===== config.mk =====
export PLATFORM = sky130hd
export DESIGN_NAME = alu_ctrl_seq
export DESIGN_NICKNAME = d
export VERILOG_FILES = /design/src/rtl/alu_ctrl_pkg.sv /design/src/rtl/alu_ctrl_seq_decode.sv /design/src/rtl/alu_ctrl_seq.sv
export SDC_FILE = /design/constraint.sdc
export NUM_CORES = 1
export LEC_CHECK = 0
export BUFFER_PORTS_ARGS = -buffer_cell sky130_fd_sc_hd__buf_2
export CAP_MARGIN = 40
export CORE_ASPECT_RATIO = 1.1
export CORE_MARGIN = 2
export CORE_UTILIZATION = 30
export DETAILED_ROUTE_END_ITERATION = 10
export PLACE_DENSITY_LB_ADDON = 0.25
export SYNTH_ARGS = -nofsm -noshare
export SYNTH_HDL_FRONTEND = slang
export SYNTH_SLANG_ARGS = --single-unit

===== constraint.sdc =====
create_clock -name clk -period 1.59 [get_ports clk]
set_input_delay 0 -clock clk [delete_from_list [all_inputs] [get_ports clk]]
set_output_delay 0 -clock clk [all_outputs]
set_load 0.02 [all_outputs]

===== src/rtl/alu_ctrl_pkg.sv =====
// Shared types and constants for the EX-stage ALU control and its RV32M sequencer.
package alu_ctrl_pkg;

    typedef enum logic [1:0] {
        ALU_OP_MEM    = 2'b00,
        ALU_OP_BRANCH = 2'b01,
        ALU_OP_RTYPE  = 2'b10,
        ALU_OP_JUMP   = 2'b11
    } alu_op_e;

    typedef enum logic [4:0] {
        OP_AND    = 5'b00000,
        OP_OR     = 5'b00001,
        OP_ADD    = 5'b00010,
        OP_SUB    = 5'b00011,
        OP_XOR    = 5'b00100,
        OP_SRL    = 5'b00101,
        OP_SLL    = 5'b00110,
        OP_SRA    = 5'b00111,
        OP_BEQ    = 5'b01000,
        OP_BNE    = 5'b01001,
        OP_BLT    = 5'b01010,
        OP_BGE    = 5'b01011,
        OP_SLT    = 5'b01100,
        OP_SLTU   = 5'b01101,
        OP_BLTU   = 5'b01110,
        OP_BGEU   = 5'b01111,
        OP_PASS_B = 5'b10000
    } alu_operation_e;

    typedef enum logic [1:0] {
        ST_IDLE = 2'b00,
        ST_BUSY = 2'b01,
        ST_DONE = 2'b10
    } mdu_state_e;

    localparam logic [6:0] FUNCT7_BASE   = 7'b0000000;
    localparam logic [6:0] FUNCT7_ALT    = 7'b0100000;
    localparam logic [6:0] FUNCT7_MULDIV = 7'b0000001;

endpackage


===== src/rtl/alu_ctrl_seq_decode.sv =====
// Pure combinational decode of ALUOp/funct3/funct7 into an ALU operation code,
// an illegal-instruction flag and the RV32M launch request.
module alu_op_decode
    import alu_ctrl_pkg::*;
#(
    parameter int OP_W   = 5,
    parameter int MDU_EN = 1
) (
    input  logic            valid,
    input  logic [1:0]      alu_op,
    input  logic            is_imm,
    input  logic [6:0]      funct7,
    input  logic [2:0]      funct3,
    output logic [OP_W-1:0] operation,
    output logic            illegal,
    output logic            is_mdu
);

    alu_operation_e code;
    logic           bad;
    logic           muldiv;

    always_comb begin
        code   = OP_ADD;
        bad    = 1'b0;
        muldiv = 1'b0;
        case (alu_op_e'(alu_op))
            ALU_OP_MEM:  code = OP_ADD;
            ALU_OP_JUMP: code = OP_PASS_B;
            ALU_OP_BRANCH: begin
                case (funct3)
                    3'b000:  code = OP_BEQ;
                    3'b001:  code = OP_BNE;
                    3'b100:  code = OP_BLT;
                    3'b101:  code = OP_BGE;
                    3'b110:  code = OP_BLTU;
                    3'b111:  code = OP_BGEU;
                    default: bad  = 1'b1;
                endcase
            end
            ALU_OP_RTYPE: begin
                if (!is_imm && funct7 == FUNCT7_MULDIV) begin
                    // M instructions keep ADD on the ALU; the result comes from the MDU.
                    muldiv = 1'b1;
                    bad    = (MDU_EN == 0);
                end else begin
                    case (funct3)
                        3'b000: code = (!is_imm && funct7 == FUNCT7_ALT) ? OP_SUB : OP_ADD;
                        3'b001: code = OP_SLL;
                        3'b010: code = OP_SLT;
                        3'b011: code = OP_SLTU;
                        3'b100: code = OP_XOR;
                        3'b101: code = funct7[5] ? OP_SRA : OP_SRL;
                        3'b110: code = OP_OR;
                        3'b111: code = OP_AND;
                    endcase
                    // Shifts check funct7 even for immediates; other I-types carry imm bits there.
                    if (funct3 == 3'b001)
                        bad = (funct7 != FUNCT7_BASE);
                    else if (funct3 == 3'b101)
                        bad = (funct7 != FUNCT7_BASE) && (funct7 != FUNCT7_ALT);
                    else if (!is_imm)
                        bad = (funct7 != FUNCT7_BASE) && !(funct3 == 3'b000 && funct7 == FUNCT7_ALT);
                end
            end
        endcase
        if (bad)
            code = OP_ADD;
    end

    assign operation = OP_W'(code);
    assign illegal   = valid & bad;
    assign is_mdu    = (MDU_EN != 0) & valid & muldiv;

endmodule


===== src/rtl/alu_ctrl_seq.sv =====
// EX-stage ALU control: combinational decode plus the RV32M launch/stall
// sequencer with a watchdog that aborts a hung multiply/divide.
module alu_ctrl_seq
    import alu_ctrl_pkg::*;
#(
    parameter int OP_W    = 5,
    parameter int MDU_EN  = 1,
    parameter int TIMEOUT = 64,
    parameter int CNT_W   = 8
) (
    input  logic            clk,
    input  logic            rst_n,
    input  logic            valid_i,
    input  logic [1:0]      alu_op_i,
    input  logic            is_imm_i,
    input  logic [6:0]      funct7_i,
    input  logic [2:0]      funct3_i,
    input  logic            flush_i,
    input  logic            mdu_done_i,
    output logic [OP_W-1:0] operation_o,
    output logic            illegal_o,
    output logic            mdu_start_o,
    output logic [2:0]      mdu_op_o,
    output logic            mdu_kill_o,
    output logic            stall_o,
    output logic            res_sel_o,
    output logic            timeout_o
);

    localparam logic [CNT_W-1:0] CNT_LAST = CNT_W'(TIMEOUT - 1);

    logic             is_mdu;
    mdu_state_e       state_reg, state_next;
    logic [CNT_W-1:0] cnt_reg, cnt_next;
    logic [2:0]       mop_reg, mop_next;
    logic             tout_reg, tout_next;
    logic             start, kill, stall, rsel;

    alu_op_decode #(
        .OP_W   (OP_W),
        .MDU_EN (MDU_EN)
    ) u_decode (
        .valid     (valid_i),
        .alu_op    (alu_op_i),
        .is_imm    (is_imm_i),
        .funct7    (funct7_i),
        .funct3    (funct3_i),
        .operation (operation_o),
        .illegal   (illegal_o),
        .is_mdu    (is_mdu)
    );

    always_ff @(posedge clk or negedge rst_n) begin
        if (!rst_n) begin
            state_reg <= ST_IDLE;
            cnt_reg   <= '0;
            mop_reg   <= '0;
            tout_reg  <= 1'b0;
        end else begin
            state_reg <= state_next;
            cnt_reg   <= cnt_next;
            mop_reg   <= mop_next;
            tout_reg  <= tout_next;
        end
    end

    always_comb begin
        state_next = state_reg;
        cnt_next   = cnt_reg;
        mop_next   = mop_reg;
        tout_next  = tout_reg;
        start      = 1'b0;
        kill       = 1'b0;
        stall      = 1'b0;
        rsel       = 1'b0;
        case (state_reg)
            ST_IDLE: begin
                if (is_mdu && !flush_i) begin
                    start      = 1'b1;
                    stall      = 1'b1;
                    mop_next   = funct3_i;
                    cnt_next   = '0;
                    state_next = ST_BUSY;
                end
            end
            ST_BUSY: begin
                stall    = 1'b1;
                cnt_next = cnt_reg + CNT_W'(1);
                // Flush beats a same-cycle done; done beats a same-cycle timeout.
                if (flush_i) begin
                    kill       = 1'b1;
                    stall      = 1'b0;
                    state_next = ST_IDLE;
                end else if (mdu_done_i) begin
                    state_next = ST_DONE;
                end else if (cnt_reg == CNT_LAST) begin
                    tout_next  = 1'b1;
                    kill       = 1'b1;
                    stall      = 1'b0;
                    state_next = ST_IDLE;
                end
            end
            ST_DONE: begin
                rsel       = 1'b1;
                state_next = ST_IDLE;
            end
            default: state_next = ST_IDLE;
        endcase
    end

    // Launch terms are combinational from inputs, so mask them while reset is held.
    assign stall_o   = stall & rst_n;
    assign res_sel_o = rsel;
    assign timeout_o = tout_reg;

    generate
        if (MDU_EN != 0) begin : g_mdu
            assign mdu_start_o = start & rst_n;
            assign mdu_op_o    = mop_reg;
            assign mdu_kill_o  = kill;
        end else begin : g_no_mdu
            assign mdu_start_o = 1'b0;
            assign mdu_op_o    = 3'b000;
            assign mdu_kill_o  = 1'b0;
        end
    endgenerate

endmodule

==> flow_metrics.env <==
export IMPL_largest_reg_flops=8
export IMPL_wire_per_inst_um=13.4
export IMPL_synthToLayoutAreaGrowth_pct=42.3
export IMPL_start_util_pct=30.8
export IMPL_start_kind="flip-flop"
export IMPL_final_cells=201
export IMPL_p_sw_share_pct=30.9
export IMPL_placed_cell_area_mm2=0.00125
export IMPL_yosys_warnings=0
export IMPL_insertion_delay_ns=0.28
export IMPL_routed_wl_um=2690
export IMPL_tightest_slew_ns=0.352
export IMPL_path_clk_slew_ns=0.08
export IMPL_synth_cell_area_mm2=0.00102
export IMPL_overflow=0
export IMPL_num_rows=22
export IMPL_setup_violations_final=0
export IMPL_numCtsBuffers=3
export IMPL_design_area_mm2=0.00145
export IMPL_core_area_mm2=0.00330
export IMPL_final_common_cell="buf_2"
export IMPL_dp_slack_ns=0.0205
export IMPL_fin_util_pct=43.8
export IMPL_grt_pass1_wl_um=4550
export IMPL_synth_top_area_share_pct=34.4
export IMPL_die_h_um=65.1
export IMPL_setup_slack_ns=0.00168
export IMPL_clkPwrFrac_pct=24.2
export IMPL_rsz0062_at_grt="true"
export IMPL_hp_class="input port to flip-flop"
export IMPL_async_flop_share_pct=100
export IMPL_placed_cells=189
export IMPL_fin_tns_setup_ns=0
export IMPL_io_pins=32
export IMPL_layout_common_cells="buf_2 (27), buf_4 (16), o21ai_0 (15)"
export IMPL_max_cap_violations=0
export IMPL_worstPathRequired_ns=1.59
export IMPL_drv_slew=0
export IMPL_synth_area_per_cell_um2=8.62
export IMPL_cts_sinks=14
export IMPL_num_antenna_cells=0
export IMPL_synth_main_ff_cell="dfrtp_1"
export IMPL_cp_end_kind="output port"
export IMPL_pwr_share_seq_pct=48.6
export IMPL_drtIter0Drc=26
export IMPL_cp_max_fo=3
export IMPL_viasPerCell=5.43
export IMPL_cts_tree="yes"
export IMPL_dieWidth_um=59.5
export IMPL_syn_nets=141
export IMPL_gp_congestion=0.896
export IMPL_synth_edf_count=0
export IMPL_critical_path_class="flip-flop to output port"
export IMPL_synth_distinct_cells=43
export IMPL_period_share_pct=99.9
export IMPL_clock_skew_ns=0.000579
export IMPL_root_buffer="clkbuf_4"
export IMPL_drt_antenna_violating_nets=0
export IMPL_synth_area_top_cells="dfrtp_1 (34%), o21ai_0 (7.9%), ha_1 (6.2%)"
export IMPL_grt_usage_pct=14.8
export IMPL_dp_hpwl_um=2050
export IMPL_relSlewSlack_pct=76.5
export IMPL_synthCells=118
export IMPL_first_pass_iters=4
export IMPL_grt_max_degree=17
export IMPL_vdd_ir_drop_max_mv=0.366
export IMPL_grt_pass1_vias=1086
export IMPL_power_density_mw_per_mm2=561
export IMPL_drive_gt1_share_pct=43.6
export IMPL_h_tree_depth=1
export IMPL_final_nets=190
export IMPL_hold_viol=0
export IMPL_fin_crit_ns=1.59
export IMPL_yosysTopAreaCell="dfrtp_1"
export IMPL_crit_arrival_ns=1.59
export IMPL_share_comb_of_total_power_pct=27.2
export IMPL_drcViolationCount=0
export IMPL_intPower_w=0.000562
export IMPL_synth_yosys_seq_area_share_pct=34.4
export IMPL_antenna_found_initial=0
export IMPL_cts_buffer_depth=2
export IMPL_via_count=1092
export IMPL_power_switching_w=0.000251
export IMPL_p_leak_nw=0.700
export IMPL_run_status="finished clean"
export IMPL_synth_seq_cells=14
export IMPL_numPortBuffers=31
export IMPL_fmax_mhz=630
export IMPL_dieArea_mm2=0.00387
per-stage QoR:
step	power, W	hold WS [ns]
after floorplan	0.000500	-0.296
after global placement	0.000578	-0.0743
after detailed placement	0.000582	-0.0585
after CTS	0.000812	0.0283
after global routing	0.000873	0.0532
final	0.000812	0.0376
synthesized netlist by cell type, drive strengths merged (3+ instances only):
library cell,number
ha,5
mux2,3
nor2b,3
o21ai,16
a31oi,3
dfrtp,14
inv,3
nand2,14
a21oi,4
nand3,4
nor2,10
nor3,5
kinds of logic after synthesis:
| kind of cell | count (synthesis) | share of synthesized area (%) |
|---|---|---|
| AND/OR/NAND/NOR | 53 | 29.3 |
| AO/OA/AOI/OAI | 34 | 21.5 |
| multiplexers | 4 | 4.30 |
| adder cells (fa/ha/maj) | 5 | 6.15 |
| XOR/XNOR | 1 | 0.861 |
| flip-flops | 14 | 34.4 |
| buffers and inverters | 7 | 3.44 |
area by class of cell:
class / count / area (um2)
clock buffer: 3 / 22.5
multi-input combinational: 97 / 711
inverter: 3 / 11.3
sequential: 14 / 350
fill: 338 / 1860
tap: 36 / 45.0
timing repair buffer: 48 / 308
layer usage:
layer / track usage, % / wire length (um) / up-vias
met2: 25.3 / 1310 / 33
li1: - / - / 531
met4: 5.56 / 35 / 0
met3: 2.20 / 129 / 6
met1: 18.4 / 1210 / 522
met5: 0 / 0 / -
final timing paths:
kind	start	endpoint	slack, ns	cells after the start
min in group asynchronous	rst_n	mdu_op_o[1]$_DFFE_PN0N_	0.16	2
max reg2reg	cnt_reg[1]$_DFFE_PN0P_	state_reg[0]$_DFFE_PN0P_	0.09	7
min	funct3_i[0]	mdu_op_o[0]$_DFFE_PN0N_	0.04	2
min reg2reg	timeout_o$_DFFE_PN0P_	timeout_o$_DFFE_PN0P_	0.47	1
max in group asynchronous	rst_n	cnt_reg[0]$_DFFE_PN0P_	1.18	2
max	cnt_reg[1]$_DFFE_PN0P_	stall_o	0.002	6
power by group through the flow:
stage	Clock, W	Combinational, W	Sequential (W)
2_1_floorplan	0	0.000104	0.000395
3_5_place_dp	0	0.000186	0.000396
4_1_cts	0.000212	0.000206	0.000394
6_report	0.000197	0.000221	0.000394
3_3_place_gp	0	0.000184	0.000395
5_1_grt	0.000229	0.000246	0.000398
worst max-delay path, cell delays in order (launching register included):
cell and delay, ns:
dfrtp_1 0.36, ha_2 0.18, and3_4 0.20, nand3_4 0.10, o41ai_2 0.20, a21boi_1 0.11, buf_2 0.17
what timing repair did:
item / CTS / global route
hold endpoints to repair: 16 / 0
endpoints found under the setup margin: 2 / 7
pin swaps: 3 / 5
gates resized for setup: 9 / 12
setup buffers: 4 / 2
hold buffers: 3 / 0
(Power assumes the default switching activity.)
